$ cat config.mk
export PLATFORM = sky130hd
export DESIGN_NAME = ram_op_sequencer
export DESIGN_NICKNAME = d
export VERILOG_FILES = /design/src/rtl/ram_op_sequencer_pkg.sv /design/src/rtl/seq_timeout_cnt.sv /design/src/rtl/ram_op_sequencer.sv
export SDC_FILE = /design/constraint.sdc
export NUM_CORES = 2
export LEC_CHECK = 0
export BUFFER_PORTS_ARGS = -buffer_cell sky130_fd_sc_hd__buf_2
export CORE_AREA = 4 4 613 615
export DETAILED_ROUTE_END_ITERATION = 16
export DIE_AREA = 0 0 617 619
export GPL_TIMING_DRIVEN = 0
export HOLD_SLACK_MARGIN = 0.05
export MAX_ROUTING_LAYER = met4
export PLACE_DENSITY = 0.3
export REMOVE_ABC_BUFFERS = 1
export SLEW_MARGIN = 20
export SYNTH_ARGS = -nofsm -noshare
export SYNTH_HDL_FRONTEND = slang
export SYNTH_SLANG_ARGS = --single-unit
$ cat constraint.sdc
create_clock -name clk -period 5.5 [get_ports clk]
set_clock_uncertainty 0.05 [all_clocks]
set_input_delay 1.65 -clock clk [delete_from_list [all_inputs] [get_ports clk]]
set_output_delay 1.65 -clock clk [all_outputs]
set_load 0.02 [all_outputs]
$ cat src/rtl/ram_op_sequencer_pkg.sv
// Shared definitions for the RAM operation sequencer: command encodings,
// controller states and a counter sizing helper.
package ram_op_sequencer_pkg;

   typedef enum logic [1:0] {
      OP_MUL  = 2'd0,
      OP_SQR  = 2'd1,
      OP_COPY = 2'd2,
      OP_NOP  = 2'd3
   } op_e;

   typedef enum logic [2:0] {
      S_IDLE,
      S_RD,
      S_WT,
      S_ISSUE,
      S_BUSY,
      S_WB,
      S_FIN
   } state_e;

   // Bits needed to count 0..tmo-1, never less than one.
   function automatic int unsigned cnt_width(input int unsigned tmo);
      return (tmo < 2) ? 1 : $clog2(tmo);
   endfunction

endpackage

$ cat src/rtl/seq_timeout_cnt.sv
// Cycle counter for the multiplier wait: cleared by load, advanced by en,
// expire flags the last permitted cycle while en is high.
module seq_timeout_cnt
   import ram_op_sequencer_pkg::*;
#(
   parameter int unsigned TMO = 1023
) (
   input  logic clk,
   input  logic rst_n,
   input  logic load,
   input  logic en,
   output logic expire
);

   localparam int unsigned    CW   = cnt_width(TMO);
   localparam logic [CW-1:0]  LAST = CW'(TMO - 1);
   localparam logic [CW-1:0]  ONE  = CW'(1);

   logic [CW-1:0] cnt;

   // NOTE: asynchronous active-low reset lives in the sensitivity list; the
   // first branch must test it so the flop clears without waiting for clk.
   always_ff @(posedge clk or negedge rst_n) begin
      if (!rst_n) begin
         cnt <= '0;
      end else if (load) begin
         cnt <= '0;
      end else if (en && (cnt != LAST)) begin
         cnt <= cnt + ONE;
      end
   end

   // cnt equals the number of BUSY cycles already completed.
   assign expire = en && (cnt == LAST);

endmodule

$ cat src/rtl/ram_op_sequencer.sv
// Sequences one RAM read, an optional multiply and one RAM write-back per
// command; every output comes straight from a flop.
module ram_op_sequencer
   import ram_op_sequencer_pkg::*;
#(
   parameter int unsigned DATA = 256,
   parameter int unsigned ADDR = 3,
   parameter int unsigned TMO  = 1023
) (
   input  logic            clk,
   input  logic            rst_n,
   input  logic            cmd_valid,
   output logic            cmd_ready,
   input  logic [1:0]      cmd_op,
   input  logic [ADDR-1:0] cmd_src1,
   input  logic [ADDR-1:0] cmd_src2,
   input  logic [ADDR-1:0] cmd_dst,
   output logic            done,
   output logic            err,
   output logic            ram_a_w,
   output logic            ram_b_w,
   output logic [ADDR-1:0] ram_a_adbus,
   output logic [ADDR-1:0] ram_b_adbus,
   output logic [DATA-1:0] ram_a_din,
   input  logic [DATA-1:0] ram_a_dout,
   input  logic [DATA-1:0] ram_b_dout,
   output logic            mul_start,
   output logic [DATA-1:0] mul_a,
   output logic [DATA-1:0] mul_b,
   input  logic            mul_done,
   input  logic [DATA-1:0] mul_res
);

   state_e          state, state_d;
   op_e             op_q;
   logic [ADDR-1:0] dst_q;
   logic [DATA-1:0] result_q;
   logic [DATA-1:0] wb_data;
   logic            accept;
   logic            timeout;

   assign accept  = cmd_valid && cmd_ready && (state == S_IDLE);
   assign wb_data = (state == S_BUSY) ? mul_res : ram_a_dout;

   seq_timeout_cnt #(
      .TMO (TMO)
   ) u_timeout (
      .clk    (clk),
      .rst_n  (rst_n),
      .load   (state == S_ISSUE),
      .en     (state == S_BUSY),
      .expire (timeout)
   );

   always_ff @(posedge clk or negedge rst_n) begin
      if (!rst_n) state <= S_IDLE;
      else        state <= state_d;
   end

   // NOTE: state_d gets its default before the case so no path leaves it
   // unassigned, which would otherwise infer a latch.
   always_comb begin
      state_d = state;
      unique case (state)
         S_IDLE:  if (accept) state_d = (op_e'(cmd_op) == OP_NOP) ? S_FIN : S_RD;
         S_RD:    state_d = S_WT;
         S_WT:    state_d = (op_q == OP_COPY) ? S_WB : S_ISSUE;
         S_ISSUE: state_d = S_BUSY;
         S_BUSY: begin
            if (mul_done)     state_d = S_WB;
            else if (timeout) state_d = S_FIN;
         end
         S_WB:    state_d = S_FIN;
         S_FIN:   state_d = S_IDLE;
         default: state_d = S_IDLE;
      endcase
   end

   // Outputs are registered against state_d so each is valid during the state
   // it belongs to; done is the exception and follows FIN by one cycle.
   // NOTE: every flop here uses <= so all of them sample the same pre-edge
   // values regardless of statement order.
   always_ff @(posedge clk or negedge rst_n) begin
      if (!rst_n) begin
         cmd_ready   <= 1'b0;
         done        <= 1'b0;
         err         <= 1'b0;
         mul_start   <= 1'b0;
         ram_a_w     <= 1'b0;
         ram_a_adbus <= '0;
         ram_b_adbus <= '0;
         mul_a       <= '0;
         mul_b       <= '0;
         op_q        <= OP_MUL;
         dst_q       <= '0;
         result_q    <= '0;
      end else begin
         cmd_ready <= (state_d == S_IDLE);
         done      <= (state == S_FIN);
         mul_start <= (state_d == S_ISSUE);
         ram_a_w   <= (state_d == S_WB);
         err       <= err || (timeout && !mul_done);

         if (accept) begin
            op_q  <= op_e'(cmd_op);
            dst_q <= cmd_dst;
         end

         // The address registers double as the captured source fields.
         if (state_d == S_RD) begin
            ram_a_adbus <= cmd_src1;
            ram_b_adbus <= (op_e'(cmd_op) == OP_SQR) ? cmd_src1 : cmd_src2;
         end

         if (state == S_WT) begin
            mul_a <= ram_a_dout;
            mul_b <= (op_q == OP_SQR) ? ram_a_dout : ram_b_dout;
         end

         if (state_d == S_WB) begin
            ram_a_adbus <= dst_q;
            result_q    <= wb_data;
         end
      end
   end

   assign ram_a_din = result_q;
   assign ram_b_w   = 1'b0;

endmodule

Yosys cells after proc, flatten, opt, wreduce, memory -nomap -nowiden
Index checks and enable logic that the tools add are counted.
{ "classes": {"reduce_logical": 11, "muxes": 13, "addsub": 1, "n_eq_ne": 15} }
{ "ops": {"columns": ["op", "n"], "rows": [
  ["two-way mux 256 bit", 2],
  ["two-way mux 3 bit", 8],
  ["two-way mux 10 bit", 2],
  ["one-hot mux 3 bit (6 select lines)", 1],
  ["equality test 3 bit (second input constant)", 4],
  ["adder 10 x 1 -> 10 bit (second input constant)", 1],
  ["equality test 10 bit (second input constant)", 1],
  ["!= test 10 bit (second input constant)", 1],
  ["equality test 3 x 2 -> 1 bit (second input constant)", 3],
  ["equality test 3 x 1 -> 1 bit (second input constant)", 2],
  ["logical NOT 3 bit", 2],
  ["logical AND 1 bit", 5],
  ["equality test 2 x 1 -> 1 bit (second input constant)", 2],
  ["equality test 2 bit (second input constant)", 2],
  ["nonzero test 2 bit", 2],
  ["logical NOT 1 bit", 1],
  ["logical OR 1 bit", 1]
]} }
{ "word_totals": {"regBits": 797, "inputBits": 783, "wordCells": 54, "out_inout_bits": 780} }

Longest topological paths before layout
{ "logic_depth": {"depth_word": 8, "depth_mapped": 8} }

Cells and area by module
A second synthesis with hierarchy kept.
{ "hier_totals": {"cells_unflattened": 3451, "area_unflattened_um2": 34837.2} }
{ "modules_own_cells": {"columns": ["mod", "instances", "cells_each", "seq_area_each_um2", "area_per_inst_um2"], "rows": [
  ["ram_op_sequencer", 1, 3394, 19693.9, 34271.6],
  ["seq_timeout_cnt", 1, 57, 250.2, 565.5]
]} }

Least setup slack after synthesis
No wires, ideal clock.
{ "synth_timing": {"path_type": "input port to flip-flop", "startpoint": "input port mul_done", "endpoint": "register cmd_ready", "stages": 4, "t_arrival_ns": 2.617, "setup_ns": 0.127, "required_ns": 5.323, "setup_slack_ns": 2.706, "path_buffers": 0, "cell_sequence": "or4b_2 -> nor4_1 -> or3_1 -> nor3_1"} }
{ "synth_via": {"elab_chain_len": 3} }
{ "synth_lines": {"columns": ["element", "line_no", "rtl"], "rows": [
  ["from (decl)", "ram_op_sequencer.sv:30", "input logic mul_done,"],
  ["two-way mux 3 bit", "ram_op_sequencer.sv:70", "if (mul_done) state_d = S_WB;"],
  ["one-hot mux 3 bit (6 select lines)", "ram_op_sequencer.sv:64", "unique case (state)"],
  ["via state_d[1]", "ram_op_sequencer.sv:34", "state_e state, state_d;"],
  ["logical NOT 3 bit", "ram_op_sequencer.sv:98", "cmd_ready <= (state_d == S_IDLE);"],
  ["to (signal assigned)", "ram_op_sequencer.sv:98", null],
  ["to (decl)", "ram_op_sequencer.sv:13", "output logic cmd_ready,"]
]} }
The timed path passes the listed nets, and every way through them passes these cells.
A chain may end at the register's enable or synchronous reset.

==> flow_metrics.py <==
metrics = {
    "run_status": {
        "status": "complete, no violations",
    },
    "floorplanning": {
        "die_w_um": 617,
        "die_h_um": 619,
        "fp.coreArea_um2": 371000,
        "die_area_um2": 382000,
        "ioPinCount": 1563,
        "rows": 224,
        "start_util_pct": 9.13,
    },
    "synthesis": {
        "ys_types": 51,
        "synth_top_area_share_pct": 58.9,
        "synth_edf_count": 0,
        "yosys_most_used_dff": "dfrtp_1",
        "synth_top_area_cell": "dfrtp_1",
        "avgSynthCellArea_um2": 8.42,
        "ys_async_sr_fraction_pct": 100,
        "synthSimpleGateAreaFrac_pct": 26.9,
        "synth_compound_area_share_pct": 10.1,
        "yosysSeqAreaShare_pct": 58.9,
        "syn_area_um2": 33900,
        "yosys-top-cells-area": "dfrtp_1, nand2_1, a31oi_1",
        "synth_xor_area_share_pct": 0.0517,
        "synth_most_common_cell": "nand2_1",
        "ys_seq_elements": 797,
        "synth_top_family_by_area": "simple AND/OR/NAND/NOR gates",
        "synthAdderAreaFrac_pct": 0.0739,
        "yosysWarnings": 0,
        "synth_common_cells": "nand2_1, dfrtp_1, nor2_1",
        "yosys-mux-area-fraction_pct": 0.118,
        "synth_cells": 4022,
    },
    "timing": {
        "fin_crit_ns": 3.42,
        "report.final.slew_viol_count": 0,
        "finalSetupViolCount": 0,
        "fin_ws_ns": 2.08,
        "fin_crit_sh_pct": 62.1,
        "hold_ws_ns": 0.410,
        "rsz0062_at_grt": "false",
        "setup_tns_ns": 0,
        "fmax_mhz": 293,
        "max_slew_margin_pct": 41.7,
        "tightest_slew_ns": 0.871,
        "hold_violations": 0,
    },
    "global_routing": {
        "grt_max_degree": 116,
        "grt_use_met3_pct": 4.70,
        "grt_use_met2_pct": 24.5,
        "grt-ovfl-total": 0,
        "antenna_found_initial": 207,
        "grt_pass1_vias": 36000,
        "grt_pass1_wl_mm": 365,
        "grt.total_usage_pct": 14.6,
        "grt_use_met1_pct": 16.7,
        "grt-busiest-layer": "met2",
    },
    "worst_setup_path": {
        "timing.rr.end": "ram_a_din[183]",
        "r2r_slack_ns": 2.46,
        "path_max_fanout": 115,
        "critical_path.startpoint_type": "input pin",
        "worst-setup-path-type": "in -> async",
        "cp.arrival_ns": 4.27,
        "crit_path_end_kind": "asynchronous set/reset pin",
        "rr_startpoint": "state[2]",
        "worstRegToRegCells": 11,
        "cp.required_ns": 6.36,
    },
    "finish": {
        "nFillCells": 42700,
        "fin_util_pct": 14.5,
        "drive_gt1_share_pct": 33.4,
        "layout.nets": 6311,
        "area_delta_synth_final_pct": 58.9,
    },
    "clock_tree": {
        "cts.clk_slew.worst_paths_ns": 0.06,
        "numCtsBuffers": 119,
        "ctsHtreeMaxLevel": 3,
        "clk_latency_ns": 0.84,
        "tritoncts": "done",
        "clock_path_buffers": 4,
        "cts.sinks": 797,
        "post_cts_buffers": 0,
        "hold_buffers": 0,
        "cts-root-buf": "clkbuf_16",
        "cts.repair.resized": 0,
    },
    "flow_run": {
        "maxCapViolCount": 0,
    },
    "routing": {
        "drc_errors": 0,
        "vias": 36200,
        "drt_first_pass_iters": 8,
        "vias_per_cell": 3.38,
        "routed_wl_mm": 284,
        "routedWlPerCell_um": 26.5,
        "drtAntennaViolNets": 0,
        "drtIter0Drc": 2584,
    },
    "hold_path": {
        "min_to": "err",
        "min_from": "err",
        "hold_depth": 1,
        "hold_class": "reg -> reg",
    },
    "place": {
        "place.gp.congestion": 0.905,
        "portBuffers": 1561,
        "pre_cts_ws_ns": 1.16,
        "dp_hpwl_mm": 237,
    },
    "pwr": {
        "peakVddDrop_mv": 0.307,
        "p_leak_nw": 24.7,
        "p_per_area_nw_per_um2": 690,
    },
}
[where the power goes]
part	switching, mW	internal, mW
Clock	3.28	4.98
Sequential	1.55	8.76
Combinational	12.8	5.76
[layer usage]
layer | routed length [um] | vias up
met5 | 0 | -
met4 | 9280 | 0
met3 | 23700 | 452
met2 | 139000 | 1574
met1 | 112000 | 17900
li1 | - | 16300
[metrics by stage]
step	power, mW	area [um2]	instances
after global placement	25.6	46600	10300
after global routing	39.6	53800	10700
after CTS	38.2	53500	10600
after detailed placement	29.6	49400	10400
final	37.1	53800	10700
after floorplan	20.1	32600	3731
[sequential cells by signal (all words and copies together), names as in the netlist]
signal / flops
u_timeout.cnt: 10
ram_a_w: 1
state: 3
mul_b: 256
done: 1
ram_b_adbus: 3
mul_a: 256
cmd_ready: 1
ram_a_adbus: 3
mul_start: 1
op_q: 2
err: 1
dst_q: 3
ram_a_din: 256
[area by class of cell]
type | count | area, um2 | area share (%)
diodes | 115 | 288 | 0.535
clock buffers | 172 | 3450 | 6.41
clock inverters | 37 | 642 | 1.19
inverters | 3 | 11.3 | 0.0209
multi-input cells | 2931 | 12600 | 23.5
flip-flops and latches | 797 | 19900 | 37.1
well taps | 4972 | 6220 | 11.6
repair buffers | 1674 | 10600 | 19.7
[logic make-up (layout without fill, tap and decap cells)]
family,after synthesis,in the layout
buffers and inverters,294,1886
adder cells (fa/ha/maj),2,2
other,1,116
AO/OA/AOI/OAI,538,538
XOR/XNOR,2,2
AND/OR/NAND/NOR,2384,2384
flip-flops,797,797
multiplexers,4,4
[worst max-delay path: stages]
cell,delay (ns)
buf_12,0.21
buf_16,0.39
buf_16,0.49
buf_16,0.46
buf_16,0.43
[layout by cell type, fill, tap and decap left out, types with 4 or more instances in the layout]
cell type / instances
diode_2: 115
buf_12: 42
nand2_1: 1814
dfrtp_1: 797
inv_6: 4
a31oi_1: 512
a21oi_1: 5
nand2b_1: 8
nor2_1: 523
mux2i_1: 4
clkbuf_1: 26
and3_1: 4
clkinvlp_4: 6
clkbuf_16: 119
clkinv_2: 7
buf_16: 70
buf_2: 1560
bufinv_16: 14
nor3_1: 6
clkbuf_8: 27
[worst max-delay path by stage]
stage,start,end,cells after the start
3_3_place_gp,state[2],mul_a[14],4
4_1_cts,ram_a_din[74],ram_a_din[74],1
5_1_grt,rst_n,mul_b[233],5
2_1_floorplan,state[2],mul_b[0],3
3_5_place_dp,rst_n,mul_b[182],5
6_report,rst_n,mul_b[41],5
Power figures use the tool's default switching activity.
